`src/rtl/ctrl_pkg.sv`:
```
// Shared types and constants for the pipelined RV32I control path.
package ctrl_pkg;

  localparam logic [6:0] OpcR     = 7'b0110011;
  localparam logic [6:0] OpcIAlu  = 7'b0010011;
  localparam logic [6:0] OpcLoad  = 7'b0000011;
  localparam logic [6:0] OpcStore = 7'b0100011;
  localparam logic [6:0] OpcBr    = 7'b1100011;
  localparam logic [6:0] OpcJal   = 7'b1101111;
  localparam logic [6:0] OpcJalr  = 7'b1100111;
  localparam logic [6:0] OpcLui   = 7'b0110111;
  localparam logic [6:0] OpcAuipc = 7'b0010111;

  typedef enum logic [3:0] {
    AluAdd   = 4'h0,
    AluSub   = 4'h1,
    AluAnd   = 4'h2,
    AluOr    = 4'h3,
    AluXor   = 4'h4,
    AluSlt   = 4'h5,
    AluSltu  = 4'h6,
    AluSll   = 4'h7,
    AluSrl   = 4'h8,
    AluSra   = 4'h9,
    AluPassB = 4'hA
  } alu_ctrl_t;

  typedef enum logic [2:0] {
    ImmI = 3'b000,
    ImmS = 3'b001,
    ImmB = 3'b010,
    ImmJ = 3'b011,
    ImmU = 3'b100
  } imm_src_t;

  typedef enum logic [1:0] {
    ResAlu = 2'b00,
    ResMem = 2'b01,
    ResPc4 = 2'b10
  } result_src_t;

  typedef enum logic [1:0] {
    PcPlus4  = 2'b00,
    PcTarget = 2'b01,
    PcAlu    = 2'b10
  } pc_src_t;

  typedef struct packed {
    logic        reg_write;
    result_src_t result_src;
    logic        mem_write;
    alu_ctrl_t   alu_control;
    logic        alu_src;
    logic        branch;
    logic        jump;
    logic        jalr;
    logic [2:0]  funct3;
    logic        illegal;
  } ctrl_bundle_t;

  localparam ctrl_bundle_t BUBBLE = '0;

endpackage

```
`src/rtl/ctrl_decoder.sv`:
```
// Combinational D-stage decode: main decode plus ALU decode, parameter-gated.
module ctrl_decoder
  import ctrl_pkg::*;
#(
  parameter bit FULL_BRANCH = 1'b1,
  parameter bit SHIFT_EN    = 1'b1
) (
  input  logic [6:0]   op,
  input  logic [2:0]   funct3,
  input  logic         funct7_5,
  output ctrl_bundle_t bundle,
  output imm_src_t     imm_src
);

  alu_ctrl_t alu_op;
  logic      shift_bad;
  logic      bad;

  // funct7_5 selects SUB only for R-type; it always selects SRA/SRAI.
  always_comb begin
    alu_op    = AluAdd;
    shift_bad = 1'b0;
    case (funct3)
      3'b000: alu_op = (op == OpcR && funct7_5) ? AluSub : AluAdd;
      3'b001: begin
        alu_op    = AluSll;
        shift_bad = !SHIFT_EN;
      end
      3'b010: alu_op = AluSlt;
      3'b011: alu_op = AluSltu;
      3'b100: alu_op = AluXor;
      3'b101: begin
        alu_op    = funct7_5 ? AluSra : AluSrl;
        shift_bad = !SHIFT_EN;
      end
      3'b110: alu_op = AluOr;
      default: alu_op = AluAnd;
    endcase
  end

  always_comb begin
    bundle        = BUBBLE;
    bundle.funct3 = funct3;
    imm_src       = ImmI;
    bad           = 1'b0;
    case (op)
      OpcR, OpcIAlu: begin
        bundle.reg_write   = 1'b1;
        bundle.alu_control = alu_op;
        bundle.alu_src     = (op == OpcIAlu);
        bad                = shift_bad;
      end
      OpcLoad: begin
        bundle.reg_write  = 1'b1;
        bundle.result_src = ResMem;
        bundle.alu_src    = 1'b1;
        bad               = (funct3 == 3'b011) || (funct3[2:1] == 2'b11);
      end
      OpcStore: begin
        bundle.mem_write = 1'b1;
        bundle.alu_src   = 1'b1;
        imm_src          = ImmS;
        bad              = (funct3[2] || funct3 == 3'b011);
      end
      OpcBr: begin
        bundle.branch      = 1'b1;
        bundle.alu_control = AluSub;
        imm_src            = ImmB;
        bad                = (funct3[2:1] == 2'b01) || (funct3[2] && !FULL_BRANCH);
      end
      OpcJal: begin
        bundle.reg_write  = 1'b1;
        bundle.result_src = ResPc4;
        bundle.jump       = 1'b1;
        imm_src           = ImmJ;
      end
      OpcJalr: begin
        bundle.reg_write  = 1'b1;
        bundle.result_src = ResPc4;
        bundle.alu_src    = 1'b1;
        bundle.jalr       = 1'b1;
        bad               = (funct3 != 3'b000);
      end
      OpcLui: begin
        bundle.reg_write   = 1'b1;
        bundle.alu_src     = 1'b1;
        bundle.alu_control = AluPassB;
        imm_src            = ImmU;
      end
      OpcAuipc: begin
        bundle.reg_write = 1'b1;
        bundle.alu_src   = 1'b1;
        imm_src          = ImmU;
      end
      default: bad = 1'b1;
    endcase
    if (bad) begin
      bundle         = BUBBLE;
      bundle.illegal = 1'b1;
    end
  end

endmodule

```
`src/rtl/pipelined_control_unit.sv`:
```
// RV32I control path: D decode, E/M/W control registers and E-stage branch resolution.
module pipelined_control_unit
  import ctrl_pkg::*;
#(
  parameter bit FULL_BRANCH = 1'b1,
  parameter bit SHIFT_EN    = 1'b1
) (
  input  logic       clk,
  input  logic       rst_n,
  input  logic [6:0] op_d,
  input  logic [2:0] funct3_d,
  input  logic       funct7_5_d,
  input  logic       flush_e_i,
  input  logic       zero_e,
  input  logic       neg_e,
  input  logic       carry_e,
  input  logic       ovf_e,
  output logic [2:0] imm_src_d,
  output logic       alu_src_e,
  output logic [3:0] alu_control_e,
  output logic [1:0] pc_src_e,
  output logic [1:0] result_src_e,
  output logic       flush_d_o,
  output logic       reg_write_m,
  output logic       mem_write_m,
  output logic       reg_write_w,
  output logic [1:0] result_src_w,
  output logic       illegal_e
);

  ctrl_bundle_t dec_bundle;
  imm_src_t     dec_imm;
  ctrl_bundle_t e_d, e_q;
  logic         reg_write_m_q, mem_write_m_q;
  result_src_t  result_src_m_q;
  logic         reg_write_w_q;
  result_src_t  result_src_w_q;
  logic         taken;
  pc_src_t      pc_src;

  ctrl_decoder #(
    .FULL_BRANCH(FULL_BRANCH),
    .SHIFT_EN   (SHIFT_EN)
  ) u_decoder (
    .op      (op_d),
    .funct3  (funct3_d),
    .funct7_5(funct7_5_d),
    .bundle  (dec_bundle),
    .imm_src (dec_imm)
  );

  // carry_e=1 means no borrow, i.e. rs1 >=u rs2.
  always_comb begin
    taken = 1'b0;
    case (e_q.funct3)
      3'b000:  taken = zero_e;
      3'b001:  taken = !zero_e;
      3'b100:  taken = neg_e ^ ovf_e;
      3'b101:  taken = !(neg_e ^ ovf_e);
      3'b110:  taken = !carry_e;
      3'b111:  taken = carry_e;
      default: taken = 1'b0;
    endcase
    pc_src = PcPlus4;
    if (e_q.jalr) begin
      pc_src = PcAlu;
    end else if ((e_q.branch && taken) || e_q.jump) begin
      pc_src = PcTarget;
    end
  end

  always_comb begin
    e_d = dec_bundle;
    if (flush_e_i || flush_d_o) begin
      e_d = BUBBLE;
    end
  end

  always_ff @(posedge clk or negedge rst_n) begin
    if (!rst_n) begin
      e_q            <= BUBBLE;
      reg_write_m_q  <= 1'b0;
      mem_write_m_q  <= 1'b0;
      result_src_m_q <= ResAlu;
      reg_write_w_q  <= 1'b0;
      result_src_w_q <= ResAlu;
    end else begin
      e_q            <= e_d;
      reg_write_m_q  <= e_q.reg_write;
      mem_write_m_q  <= e_q.mem_write;
      result_src_m_q <= e_q.result_src;
      reg_write_w_q  <= reg_write_m_q;
      result_src_w_q <= result_src_m_q;
    end
  end

  assign imm_src_d     = dec_imm;
  assign alu_src_e     = e_q.alu_src;
  assign alu_control_e = e_q.alu_control;
  assign pc_src_e      = pc_src;
  assign result_src_e  = e_q.result_src;
  assign flush_d_o     = (pc_src != PcPlus4);
  assign illegal_e     = e_q.illegal;
  assign reg_write_m   = reg_write_m_q;
  assign mem_write_m   = mem_write_m_q;
  assign reg_write_w   = reg_write_w_q;
  assign result_src_w  = result_src_w_q;

endmodule

```
`config.mk`:
```
export PLATFORM = sky130hd
export DESIGN_NAME = pipelined_control_unit
export DESIGN_NICKNAME = d
export VERILOG_FILES = /design/src/rtl/ctrl_pkg.sv /design/src/rtl/ctrl_decoder.sv /design/src/rtl/pipelined_control_unit.sv
export SDC_FILE = /design/constraint.sdc
export NUM_CORES = 1
export LEC_CHECK = 0
export ABC_CLOCK_PERIOD_IN_PS = 2200
export CORE_MARGIN = 3
export CORE_UTILIZATION = 40
export DETAILED_ROUTE_END_ITERATION = 7
export HOLD_SLACK_MARGIN = 0.15
export PLACE_DENSITY = 0.7
export SYNTH_ARGS = -nofsm -noshare
export SYNTH_HDL_FRONTEND = slang
export SYNTH_SLANG_ARGS = --single-unit
```
`constraint.sdc`:
```
create_clock -name clk -period 2.2 [get_ports clk]
set_input_delay 0.44 -clock clk [delete_from_list [all_inputs] [get_ports clk]]
set_output_delay 0.44 -clock clk [all_outputs]
set_load 0.02 [all_outputs]
```
-- Word-level counts from Yosys, hierarchy flattened
Cells that the tools add are included.
- eq/ne operators: 22
- mux-type cells: 18
- bitwise gates (word level): 1
- reduce and logical (&&, ||, !) cells: 19
- operators by type and width (cell ; count):
    $mux 16 ; 2
    $pmux 4 s7 ; 1
    $eq 3x3->1 const B ; 7
    $eq 7x6->1 const B ; 3
    $eq 7x7->1 const B ; 3
    $eq 7x5->1 const B ; 2
    $pmux 3 s4 ; 1
    $pmux 4 s3 ; 1
    $reduce_or 5->1 ; 2
    $mux 1 ; 8
    $eq 7x2->1 const B ; 1
    $reduce_or 7->1 ; 1
    $eq 3x1->1 const B ; 2
    $eq 3x2->1 const B ; 2
    $logic_not 3->1 ; 2
    $pmux 1 s6 ; 1
    $reduce_or 2->1 ; 3
    $pmux 1 s5 ; 1
    $logic_or 1x1->1 ; 4
    $pmux 2 s2 ; 1
    $logic_not 1->1 ; 3
    $reduce_bool 3->1 ; 1
    $eq 2x1->1 const B ; 1
    $eq 2x2->1 const B ; 1
    other kinds (5) ; 6
- register bits: 23
- bits of input ports: 18
- output and inout port bits: 19
- logic and storage cells: 75

-- Longest topological paths before layout
- word-level depth: 10
- mapped depth: 6
- gate-level depth less buffers: 4

-- By module
Synthesis repeated with hierarchy kept, for this count alone.
- cell total of the unflattened synthesis: 155
- area, all modules: 1502.7 um2
- modules (own cells, without submodules) (module ; times used ; cells an instance ; area an instance (um2) ; sequential area each (um2)):
    pipelined_control_unit ; 1 ; 82 ; 1064.8 ; 575.6
    ctrl_decoder ; 1 ; 73 ; 437.9 ; 0.0

-- Worst setup path after synthesis
OpenSTA, ideal clock, no wires.
- path kind: input -> output
- start: input ovf_e
- end: output flush_d_o
- arrival: 1.445 ns
- required time: 1.760 ns
- setup slack: 0.315 ns
- cell stages on the path: 4
- buffers on the path: 0
- cells stage by stage: xor2_1 > o41ai_2 > nor3_1 > or3_1
- cells in the longest elaborated chain, start to end: 8
- ends and longest elaborated chain (element ; line ; text):
    start: declaration ; pipelined_control_unit.sv:17 ; input logic ovf_e,
    $xor 1x1->1 (*) ; pipelined_control_unit.sv:58, pipelined_control_unit.sv:59 ;
    $logic_not 1->1 ; pipelined_control_unit.sv:59 ; 3'b101: taken = !(neg_e ^ ovf_e);
    $pmux 1 s6 (*) ; pipelined_control_unit.sv:55 ; case (e_q.funct3)
    $logic_and 1x1->1 (*) ; pipelined_control_unit.sv:67 ; end else if ((e_q.branch && taken) || e_q.jump) begin
    $logic_or 1x1->1 (*) ; pipelined_control_unit.sv:67 ;
    $mux 1 (*) ; pipelined_control_unit.sv:67 ;
    $mux 2 (*) ; pipelined_control_unit.sv:65 ; if (e_q.jalr) begin
    $reduce_bool 2->1 (*) ; pipelined_control_unit.sv:102 ; assign flush_d_o = (pc_src != PcPlus4);
    end: declaration ; pipelined_control_unit.sv:23 ; output logic flush_d_o,
Every way passes the cells marked *; elsewhere a longest branch is shown, timed or not.

==> run metrics <==
Max Clock Freq 461 MHz; final hold violation count 0; Synth Instances 115; Initial Util 43.1%; global-route wire length before repair 4.28 mm; Mapped Avg Cell Area 10.6 µm²; commonest cells in the netlist dfrtp_1 (23), nand2_1 (9); final setup vio count 0; Cell Area, Synth 0.00122 mm²; Longest Clk Path Bufs 2; Max stage delay on crit path 510 ps; Unique masters post-synth 38; Crit path top cell by count buf_4; CTS buffer count 3; initial antenna violation count 0; Hold/Removal Path Class flop to flop; WP buf/inv 4; #FFs+latches synth 23; Synth warnings 0; Overall Global Routing Usage 15.1%; clk root buf clkbuf_4; Worst-Skew Late Latency 290 ps; CP endpoint kind flop; Die X 61.2 µm; Max Slew Vio Count 0; P_sw 185 µW; WL/cell 12.8 µm; Area growth syn-to-layout 57.9%; CP Data Required Time 2400 ps; vias 1,113; Max transition margin 75.7%; global placement routability congestion 0.869; CP Launch Type input port; final instance area 0.00192 mm²; row cnt 19; HPWL Detailed 2.15 mm; Peak VDD IR 0.164 mV; clk slew on worst S/H paths 120 ps; die height 61.2 µm; leak pwr 0.000881 µW; final worst path period need 2170 ps; Final #Nets 205; status finished clean; CP max stage cell or4_1; period utilization 98.5%; leading post-synthesis cells by cell area dfrtp_1 (47%), nor3_2 (5.7%), buf_4 (4.3%); DRT iter0 DRCs 21; TritonCTS Sinks 23; vias per inst 5.13; H-tree Lvls 1; DR pass1 iterations 4; total wire length 2.78 mm; vias in the first global route 1,076; Congestion Overflow GR 0; Sw Share 24.5%; area of the core 0.00283 mm²; num ports 37; Setup CP Type input port to flop; sequential fraction of the synthesis area 47.2%; fraction of layout cells with a size suffix above 1 41.9%; setup_tns 0 ps; Flop pwr share 56.4%; Synth async-reset ratio 100%; drc violations 0; CP top delay family buffers and inverters; MaxCap Viol Count 0; placed cell area 0.00180 mm²; crit-path cells clkdlybuf4s50_1 > buf_4 > buf_4 > or4_1 > a221o_1 > buf_4 > nor2b_1; most common cell in the netlist dfrtp_1; logic gate share of total power 19.8%; PD cells 393 mW/mm²; Post-synth EDFFs 0; Worst Clk Skew 5.54 ps; P_int 571 µW; full die area 0.00374 mm²; Antenna Violating Nets Remaining 0; Yosys top cell area share 47.2%; WP data arrival 2360 ps; Post-Syn Nets 133; crit path max fanout 6; CTS tree built; clock share of power 23.8%; Worst Tran Pin Value 361 ps; Port Buffers 36; ant diodes 0; top cell type by total area after synthesis dfrtp_1; top_reg_cell synth dfrtp_1; CTS Hold Buffers Added 0; largest net degree at the start of global routing 24
==> repair_timing <==
| item | CTS | global route |
|---|---|---|
| resized for setup | 36 | 6 |
| buffers inserted | 7 | 1 |
| hold endpoints to repair | 0 | 0 |
| pin swaps | 7 | 3 |
| cloned | 0 | 0 |
| setup endpoints to repair | 15 | 7 |
==> path summary, 6_finish.rpt <==
kind / slack [ps] / cells after the start / end / startpoint
max reg2reg: 440 / 7 / e_q[15] / e_q[1]
max in group asynchronous: 1480 / 2 / e_q[2] / rst_n
min reg2reg: 360 / 0 / mem_write_m / e_q[12]
max: 30 / 7 / illegal_e / op_d[3]
min: 360 / 0 / mem_write_m / e_q[12]
min in group asynchronous: 480 / 2 / result_src_w[0] / rst_n
==> registers in the layout, summed over array words and instances, names as in the netlist <==
name            count
result_src_m_q      2
e_q                 8
alu_src_e           1
mem_write_m         1
reg_write_w         1
result_src_w        2
result_src_e        2
alu_control_e       4
reg_write_m         1
illegal_e           1
==> layout make-up <==
cell class	instances	area, µm²
flip-flops and latches	23	577
fillers	229	905
repair buffers	79	687
well taps	31	38.8
inverters	6	22.5
clock inverters	1	5.00
clock buffers	3	22.5
multi-input cells	74	572
==> cells by family (layout without fill, tap and decap cells) <==
| family | after synthesis | in the layout | share of synthesized area, % |
|---|---|---|---|
| compound gates | 22 | 22 | 15.9 |
| simple gates | 49 | 49 | 25.6 |
| buf+inv | 18 | 89 | 9.14 |
| xor+xnor | 3 | 3 | 2.16 |
| flops | 23 | 23 | 47.2 |
==> power by group through the flow <==
stage          combinational [µW]  sequential (µW)  clock [µW]
2_1_floorplan                51.7              437           0
3_3_place_gp                  142              435           0
3_5_place_dp                  146              435           0
4_1_cts                       150              427         188
5_1_grt                       163              427         213
6_report                      150              427         180
==> placed cells by master (no fill, tap or decap), drive strengths merged, types with 3 or more instances in the layout <==
cell type      instances
inv                    6
nor3                  11
nand2b                 3
dlymetal6s2s           3
o21ai                  7
nand3b                 3
a21oi                  4
nor2b                  3
nor4                   3
clkbuf                 3
dfrtp                 23
nand2                 10
clkdlybuf4s50         24
nor2                   7
buf                   48
==> worst register-to-register path, stage by stage (launching register included) <==
cell       delay (ps)
dfrtp_1           450
xor2_1            190
a22oi_2           190
buf_4             140
buf_4             100
o31ai_4            80
buf_12            180
a2111oi_2         320
==> through the flow <==
stage / hold slack (ps) / power (µW) / utilization, % / setup slack (ps) / instances
after CTS: 365 / 765 / 67.2 / -40.8 / 216
after global placement: 332 / 577 / 63.8 / -481 / 205
after detailed placement: 336 / 580 / 63.8 / -545 / 205
final: 363 / 757 / 68.0 / 32.9 / 217
after global routing: 378 / 802 / 68.0 / -25.5 / 217
after floorplan: 144 / 489 / - / 315 / 115
==> metal layers <==
layer | track usage [%] | vias up | part of all wire, %
met2 | 28.7 | 40 | 52
met1 | 16.8 | 527 | 41
met4 | 5.88 | 0 | 1.6
met3 | 1.89 | 4 | 5.5
li1 | - | 542 | -
met5 | 0 | - | 0
(Power assumes the default switching activity.)
